### src/rtl/vexriscv_bus_pkg.sv
// Shared types for the VexRiscv data-bus to block-RAM bridge: access sizes,
// bridge states and the byte-lane mask helper.
package vexriscv_bus_pkg;

  typedef enum logic [1:0] {
    SZ_BYTE = 2'd0,
    SZ_HALF = 2'd1,
    SZ_WORD = 2'd2
  } size_e;

  typedef enum logic [1:0] {
    IDLE     = 2'd0,
    RD_WAIT  = 2'd1,
    RMW_WAIT = 2'd2,
    RMW_WR   = 2'd3
  } state_e;

  // Lanes touched by an access of the given size at byte offset a.
  function automatic logic [3:0] byte_mask(input logic [1:0] size, input logic [1:0] a);
    logic [3:0] m;
    case (size_e'(size))
      SZ_BYTE: m = 4'b0001 << a;
      SZ_HALF: m = 4'b0011 << a;
      default: m = 4'b1111;
    endcase
    return m;
  endfunction

endpackage

### src/rtl/vexriscv_store_merge.sv
// Lane merge for sub-word stores: masked lanes come from the store data,
// the others keep the word read back from RAM.
module vexriscv_store_merge (
  input  logic [31:0] word,
  input  logic [31:0] data,
  input  logic [3:0]  mask,
  output logic [31:0] merged
);

  for (genvar i = 0; i < 4; i++) begin : g_lane
    assign merged[8*i +: 8] = mask[i] ? data[8*i +: 8] : word[8*i +: 8];
  end

endmodule

### src/rtl/vexriscv_dbus_ram_bridge.sv
// VexRiscv simple dbus (cmd/rsp) to single block-RAM port bridge with range and
// alignment checking and read-modify-write for byte/halfword stores.
module vexriscv_dbus_ram_bridge
  import vexriscv_bus_pkg::*;
#(
  parameter int          RAM_DEPTH   = 8192,
  parameter int          RAM_LATENCY = 1,
  parameter logic [31:0] BASE_ADDR   = 32'h0000_0000,
  localparam int         AW          = $clog2(RAM_DEPTH)
) (
  input  logic          clk,
  input  logic          reset,
  input  logic          dbus_cmd_valid,
  output logic          dbus_cmd_ready,
  input  logic          dbus_cmd_wr,
  input  logic [31:0]   dbus_cmd_address,
  input  logic [31:0]   dbus_cmd_data,
  input  logic [1:0]    dbus_cmd_size,
  output logic          dbus_rsp_valid,
  output logic [31:0]   dbus_rsp_data,
  output logic          dbus_rsp_error,
  output logic          bus_fault,
  output logic          ram_en,
  output logic          ram_we,
  output logic [AW-1:0] ram_addr,
  output logic [31:0]   ram_din,
  output logic          ram_regce,
  input  logic [31:0]   ram_dout,
  output state_e        dbg_state
);

  localparam logic [32:0] SPAN       = 33'(RAM_DEPTH) * 33'd4;
  localparam logic        WAIT_LAST  = (RAM_LATENCY == 2);
  localparam logic        USE_REGCE  = (RAM_LATENCY == 2);

  state_e        state_q, state_d;
  logic          wait_cnt;
  logic          wait_done;
  logic          rd_q;
  logic [31:0]   off;
  logic          range_bad, align_bad, cmd_fault;
  logic [AW-1:0] cmd_idx;
  logic          is_word;
  logic          idle_cmd;
  logic [AW-1:0] lat_addr;
  logic [31:0]   lat_data;
  logic [3:0]    lat_mask;
  logic [31:0]   old_word;
  logic [31:0]   merged;

  assign off       = dbus_cmd_address - BASE_ADDR;
  assign range_bad = (dbus_cmd_address < BASE_ADDR) || ({1'b0, off} >= SPAN);
  assign cmd_fault = range_bad || align_bad;
  assign cmd_idx   = off[AW+1:2];
  assign is_word   = (dbus_cmd_size == SZ_WORD);

  always_comb begin
    case (dbus_cmd_size)
      SZ_BYTE: align_bad = 1'b0;
      SZ_HALF: align_bad = dbus_cmd_address[0];
      SZ_WORD: align_bad = (dbus_cmd_address[1:0] != 2'b00);
      default: align_bad = 1'b1;
    endcase
  end

  // Handshake: a command transfers in the cycle where dbus_cmd_valid and
  // dbus_cmd_ready are both high; ready is high only in IDLE outside reset, and
  // the command must be held stable until that cycle.
  assign dbus_cmd_ready = (state_q == IDLE) && !reset;
  assign idle_cmd       = dbus_cmd_valid && dbus_cmd_ready;
  assign wait_done      = (wait_cnt == WAIT_LAST);
  assign ram_regce      = USE_REGCE && rd_q;
  assign dbg_state      = state_q;

  vexriscv_store_merge u_merge (
    .word   (old_word),
    .data   (lat_data),
    .mask   (lat_mask),
    .merged (merged)
  );

  // RAM port is driven combinationally; reset blanks it so an RMW write is dropped.
  always_comb begin
    state_d  = state_q;
    ram_en   = 1'b0;
    ram_we   = 1'b0;
    ram_addr = '0;
    ram_din  = '0;
    if (!reset) begin
      case (state_q)
        IDLE: begin
          if (dbus_cmd_valid && !cmd_fault) begin
            ram_en   = 1'b1;
            ram_addr = cmd_idx;
            if (dbus_cmd_wr && is_word) begin
              ram_we  = 1'b1;
              ram_din = dbus_cmd_data;
            end else if (dbus_cmd_wr) begin
              state_d = RMW_WAIT;
            end else begin
              state_d = RD_WAIT;
            end
          end
        end
        RD_WAIT:  if (wait_done) state_d = IDLE;
        RMW_WAIT: if (wait_done) state_d = RMW_WR;
        RMW_WR: begin
          ram_en   = 1'b1;
          ram_we   = 1'b1;
          ram_addr = lat_addr;
          ram_din  = merged;
          state_d  = IDLE;
        end
        default: state_d = IDLE;
      endcase
    end
  end

  always_ff @(posedge clk) begin
    if (reset) begin
      state_q        <= IDLE;
      wait_cnt       <= 1'b0;
      rd_q           <= 1'b0;
      dbus_rsp_valid <= 1'b0;
      dbus_rsp_error <= 1'b0;
      dbus_rsp_data  <= '0;
      bus_fault      <= 1'b0;
    end else begin
      state_q        <= state_d;
      rd_q           <= ram_en && !ram_we;
      dbus_rsp_valid <= 1'b0;
      dbus_rsp_error <= 1'b0;
      bus_fault      <= 1'b0;
      if ((state_q == RD_WAIT || state_q == RMW_WAIT) && !wait_done) begin
        wait_cnt <= wait_cnt + 1'b1;
      end else begin
        wait_cnt <= 1'b0;
      end
      if (idle_cmd && cmd_fault) begin
        if (dbus_cmd_wr) begin
          bus_fault <= 1'b1;
        end else begin
          dbus_rsp_valid <= 1'b1;
          dbus_rsp_error <= 1'b1;
          dbus_rsp_data  <= '0;
        end
      end
      if (state_q == RD_WAIT && wait_done) begin
        dbus_rsp_valid <= 1'b1;
        dbus_rsp_data  <= ram_dout;
      end
    end
  end

  // Datapath holding registers need no reset; they are only read after being loaded.
  always_ff @(posedge clk) begin
    if (idle_cmd && !cmd_fault && dbus_cmd_wr) begin
      lat_addr <= cmd_idx;
      lat_data <= dbus_cmd_data;
      lat_mask <= byte_mask(dbus_cmd_size, dbus_cmd_address[1:0]);
    end
    if (state_q == RMW_WAIT && wait_done) begin
      old_word <= ram_dout;
    end
  end

endmodule
### config.mk
export PLATFORM = sky130hd
export DESIGN_NAME = vexriscv_dbus_ram_bridge
export DESIGN_NICKNAME = d
export VERILOG_FILES = /design/src/rtl/vexriscv_bus_pkg.sv /design/src/rtl/vexriscv_store_merge.sv /design/src/rtl/vexriscv_dbus_ram_bridge.sv
export SDC_FILE = /design/constraint.sdc
export NUM_CORES = 1
export LEC_CHECK = 0
export CAP_MARGIN = 10
export CORE_MARGIN = 2
export CORE_UTILIZATION = 41
export CTS_CLUSTER_DIAMETER = 150
export DETAILED_ROUTE_END_ITERATION = 10
export GPL_TIMING_DRIVEN = 1
export PLACE_DENSITY = 0.76
export SLEW_MARGIN = 5
export SYNTH_ARGS = -nofsm -noshare
export SYNTH_HDL_FRONTEND = slang
export SYNTH_SLANG_ARGS = --single-unit
### constraint.sdc
create_clock -name clk -period 6.92 [get_ports clk]
set_clock_uncertainty 0.2 [all_clocks]
set_input_delay 2.076 -clock clk [delete_from_list [all_inputs] [get_ports clk]]
set_output_delay 2.076 -clock clk [all_outputs]
set_load 0.05 [all_outputs]
Word-level counts from Yosys, hierarchy flattened --
Index checks and enable logic that the tools add are counted.
Storage, ports and cells: register bits after elaboration 119, output and inout bits 86, word-level logic and storage cells 84
Cells by class: $add $sub $neg 1, order comparisons 2, equal/unequal tests 10, shifts and indexed selects 2, mux-type cells 33, bitwise gates (word level) 3, reductions and logical operators 23
Operator list (count):
- 32-bit 2-to-1 mux | 6
- 32-bit one-hot mux with 2 select lines | 1
- 32-bit by 16-bit greater-or-equal comparator with 1-bit output, second input constant | 1
- 32-bit by 1-bit less-than comparator with 1-bit output, second input constant | 1
- 8-bit 2-to-1 mux | 4
- 13-bit 2-to-1 mux | 2
- 13-bit one-hot mux with 2 select lines | 1
- 1-bit logical AND | 10
- 2-bit 2-to-1 mux | 5
- 1-bit 2-to-1 mux | 9
- 2-bit one-hot mux with 4 select lines | 1
- 4-bit one-hot mux with 2 select lines | 1
- 2-bit == test, second input constant | 3
- 2-bit inequality test, second input constant | 3
- 2-bit by 1-bit == test with 1-bit output, second input constant | 2
- 2-bit zero test | 2
- 2-bit by 1-bit inequality test with 1-bit output, second input constant | 2
- 1-bit one-hot mux with 2 select lines | 2
- 4-bit AND reduction | 1
- 2-bit nonzero test | 2
- 2-bit OR reduction | 2
- 1-bit by 2-bit << shifter with 4-bit output, first input constant | 1
- 2-bit by 2-bit << shifter with 4-bit output, first input constant | 1
- 1-bit logical OR | 3
- 5 further kinds | 8

Logic depth before layout (Yosys ltp) --
depth after elaboration 8, depth in mapped cells 8

By module --
From an unflattened synthesis, not the netlist that was laid out.
Second synthesis, totals: cell total of the unflattened synthesis 491, area, all modules 5731.7 um^2
Modules (own cells, without submodules):
- vexriscv_dbus_ram_bridge | times used 1, cells an instance 455, area an instance 5206.2 um^2, seq. area each 3193.1 um^2
- vexriscv_store_merge | times used 1, cells an instance 36, area an instance 525.5 um^2, seq. area each 0.0 um^2

Worst setup path after synthesis --
OpenSTA, ideal clock, no wires.
kind input-to-reg, start input port dbus_cmd_address[29], end register lat_addr[0] (enable), setup time 0.516 ns, arrival 6.131 ns, slack 0.073 ns, stages 5, buffers on the path 1, cell sequence nor4_2 -> and4_1 -> buf_6 -> nand2_1 -> nor3_1
On the way: cells in the longest elaborated chain, start to end 6, elaborated cells on any way between the ends 7, those cells by class 2 x order compare; 5 x reduce/logical
RTL lines:
- start: declaration | line vexriscv_dbus_ram_bridge.sv:16 | input logic [31:0] dbus_cmd_address,
- 32-bit by 1-bit less-than comparator with 1-bit output / 32-bit by 16-bit greater-or-equal comparator with 1-bit output (equally long branches) | line vexriscv_dbus_ram_bridge.sv:52 | assign range_bad = (dbus_cmd_address < BASE_ADDR) || ({1'b0, off} >= SPAN);
- 1-bit logical OR * | line vexriscv_dbus_ram_bridge.sv:52
- 1-bit logical OR * | line vexriscv_dbus_ram_bridge.sv:53 | assign cmd_fault = range_bad || align_bad;
- 1-bit zero test * | line vexriscv_dbus_ram_bridge.sv:157 | if (idle_cmd && !cmd_fault && dbus_cmd_wr) begin
- 1-bit logical AND * (2 in a row) | line vexriscv_dbus_ram_bridge.sv:157
- end signal: assignment | line vexriscv_dbus_ram_bridge.sv:158 | lat_addr <= cmd_idx;
- end: declaration | line vexriscv_dbus_ram_bridge.sv:45 | logic [AW-1:0] lat_addr;
Every way passes the cells marked *; elsewhere a longest branch is shown, timed or not. A chain may end at the register's enable or synchronous reset.

Worst setup path in the final report --
start input port dbus_cmd_address[26], end output port ram_din[10]
On the way: cells in the longest elaborated chain, start to end 8, elaborated cells on any way between the ends 9, those cells by class 2 x order compare; 3 x mux; 4 x reduce/logical
RTL lines:
- 32-bit by 1-bit less-than comparator with 1-bit output / 32-bit by 16-bit greater-or-equal comparator with 1-bit output (equally long branches) | line vexriscv_dbus_ram_bridge.sv:52
- 1-bit logical OR * | line vexriscv_dbus_ram_bridge.sv:52
- 1-bit logical OR * | line vexriscv_dbus_ram_bridge.sv:53
- 1-bit zero test * | line vexriscv_dbus_ram_bridge.sv:92 | if (dbus_cmd_valid && !cmd_fault) begin
- 1-bit logical AND * | line vexriscv_dbus_ram_bridge.sv:92
- 32-bit 2-to-1 mux * | line vexriscv_dbus_ram_bridge.sv:92
- 32-bit one-hot mux with 2 select lines * | line vexriscv_dbus_ram_bridge.sv:90 | case (state_q)
- 32-bit 2-to-1 mux * | line vexriscv_dbus_ram_bridge.sv:89 | if (!reset) begin
- end: declaration | line vexriscv_dbus_ram_bridge.sv:26 | output logic [31:0] ram_din,
Marked as above.

==> metrics.cfg <==
[clock_tree]
cts_resized=0
numClockSinks=119
clockBufferDepth=2
cts_tree=built
clk_latency_ns=0.41
cts_max_level=4
cts_root_buf=clkbuf_16
cts_hold_buf=0
postCtsSetupRepairBufs=0
clkSlewWorstSetupHoldPaths_ns=0.05
cts-buffers-inserted=17

[route]
dr.first_iter.drc_count=182
viasPerCell=5.303
drtPass1Iterations=7
ant_nets=0
num_vias=4343
drc_errors=0
wl_um=14730
routedWlPerCell_um=17.99

[critical_path]
crit_arrival_ns=4.29
cp_max_fo=19
startpoint=dbus_cmd_address[26]
max_stage_delay_ns=0.46
startpoint_type=input port
reg2reg_to=dbus_rsp_data[1]
reg2reg_depth=6
worstSetupPathType=in -> out
critPathRequiredTime_ns=4.64
r2r_start=dbg_state[1]
crit_chain=clkdlybuf4s50_1 > nor4_2 > and4_1 > nand3_4 > buf_4 > o22ai_2 > buf_12
ff2ff_setup_slack_ns=4.61
crit_slowest_cell=and4_1
cp_top_family=simple AND/OR/NAND/NOR gates
critical_path_buf_inv_count=3
worstSetupEndpointType=primary output

[place]
place.gp.congestion=0.7625
placed_area_mm2=0.007782
port_buffers=186
dpl.hpwl_um=10190
post-place-cells=787
preCtsSetupSlack_ns=0.3686

[finish]
stdcell_count=819
fin_area_mm2=0.008346
drive_gt1_share_pct=26.44
nets=736
syn2layout_area_growth_pct=50.80
antenna_cells=0

[synthesis]
ys_types=40
yosys_warnings=0
synth_top_area_share_pct=43.95
synthFlopType=edfxtp_1
avgSynthCellArea_um2=12.14
synthTopCellsByCount=edfxtp_1 (81), nand3_1 (79), nand2_1 (51)
yosys.area.top_type=edfxtp_1
synthArstFlopShare_pct=0
synth_edf_count=81
ys_ff_latch=119
synth_cells=456
yosysMostFrequentCell=edfxtp_1
yosys-top-cells-area=edfxtp_1 (44%), dfxtp_1 (14%), nand3_1 (7.1%)
synth_area_mm2=0.005534
synth.yosys.seq_area_share_pct=57.70

[die]
row_count=42
die-width_um=120.2
io_pins=188
die-area_mm2=0.01444
initial_core_util_pct=41.96
die_h_um=120.2
core_mm2=0.01319

[sta]
hold_violations=0
setup_tns_ns=0
rsz0062_at_grt=false
fin_ws_ns=0.3541
fmaxAchievable_mhz=152.3
setup_viol=0
timing.hold.ws_ns=0.2724
finalCriticalPeriod_ns=6.566
fin_crit_sh_pct=94.88
worstMarginPinSlew_ns=1.096
maxSlewHeadroom_pct=26.96
drv_slew=0

[grt]
grt_usage_pct=20.95
antenna_found_initial=0
grt_max_degree=68
grt_remaining_overflow=0
grt_pass1_vias=4524
grt_pass1_wl_um=23400

[worst_hold_path]
hp-start=dbus_rsp_data[3]
holdPathStages=2
hold_class=reg -> reg
worstHoldEndpoint=dbus_rsp_data[3]

[power_and_ir_drop]
peakVddDrop_mv=0.1691
p_per_area_mw_per_mm2=204.0
cellLeakagePower_nw=2.896

[outcome]
status=finished, final reports clean

[flow_run]
cap_violations=0

## power breakdown
| part | total, mW | internal [mW] | switching (mW) | leakage (nW) |
|---|---|---|---|---|
| Clock | 0.829 | 0.522 | 0.307 | 0.263 |
| Sequential | 0.761 | 0.760 | 0.000792 | 1.03 |
| Combinational | 0.113 | 0.0621 | 0.0504 | 1.60 |
## final cells by class
| cell class | count | area, um2 |
|---|---|---|
| Clock buffer | 17 | 425.4 |
| Inverter | 4 | 15.01 |
| Clock inverter | 15 | 137.6 |
| Timing Repair Buffer | 193 | 2210 |
| Multi-Input combinational cell | 295 | 2145 |
| Tap cell | 176 | 220.2 |
| Fill cell | 1036 | 4845 |
| Sequential cell | 119 | 3193 |
## worst reg2reg max path, delay by kind of cell, from the launching register on
family | cells | cell delay (ns)
AO/OA/AOI/OAI | 2 | 0.79
adder cells (fa/ha/maj) | 1 | 0.35
buffers and inverters | 1 | 0.10
flip-flops | 1 | 0.36
AND/OR/NAND/NOR | 2 | 0.36
## worst max path at each step
stage / end / slack, ns / cells past startpoint
2_1_floorplan: lat_addr[0] / 0.07 / 5
3_3_place_gp: ram_din[16] / 0.45 / 7
3_5_place_dp: ram_din[9] / 0.37 / 7
4_1_cts: ram_din[10] / 0.35 / 7
5_1_grt: ram_din[9] / 0.20 / 7
6_report: ram_din[10] / 0.35 / 7
## per-layer routing
layer,vias to the layer above,share of wire (%),GRT usage (%)
met5,-,0,0
li1,2059,-,-
met4,0,1.7,8.235
met3,25,6.6,6.368
met1,2112,41,23.80
met2,147,51,36.83
## state kept, by name (all words and copies together), names as in the netlist
name,cells
dbg_state,2
lat_mask,4
dbus_rsp_valid,1
lat_addr,13
dbus_rsp_data,32
old_word,32
bus_fault,1
dbus_rsp_error,1
wait_cnt,1
lat_data,32
## through the flow
stage / power [mW] / utilization [%]
after floorplan: 0.8123 / -
after global placement: 0.8840 / 59.00
after detailed placement: 0.8869 / 59.00
after CTS: 1.717 / 63.27
after global routing: 1.756 / 63.27
final: 1.702 / 63.27
## kinds of logic (layout without fill, tap and decap cells)
family | after synthesis | after routing | synth area share [%]
simple gates | 160 | 160 | 14.65
flops | 119 | 119 | 57.70
compound gates | 97 | 97 | 16.73
buf+inv | 43 | 229 | 4.160
mux | 32 | 32 | 5.788
fa+ha+maj | 4 | 4 | 0.9044
other cells | 1 | 2 | 0.06776
## placed cells by master, fill, tap and decap left out, types with 5 or more instances in the layout
cell type and n:
edfxtp_1 81, mux2i_1 32, o21ai_2 38, nand3_1 79, o22ai_2 30, a21oi_1 5, clkbuf_16 17, buf_12 33
o21ai_0 9, buf_4 21, dfxtp_1 38, nand2_1 50, clkinvlp_4 5, clkdlybuf4s50_1 139
Note: power is estimated with default switching activity, not from simulation.
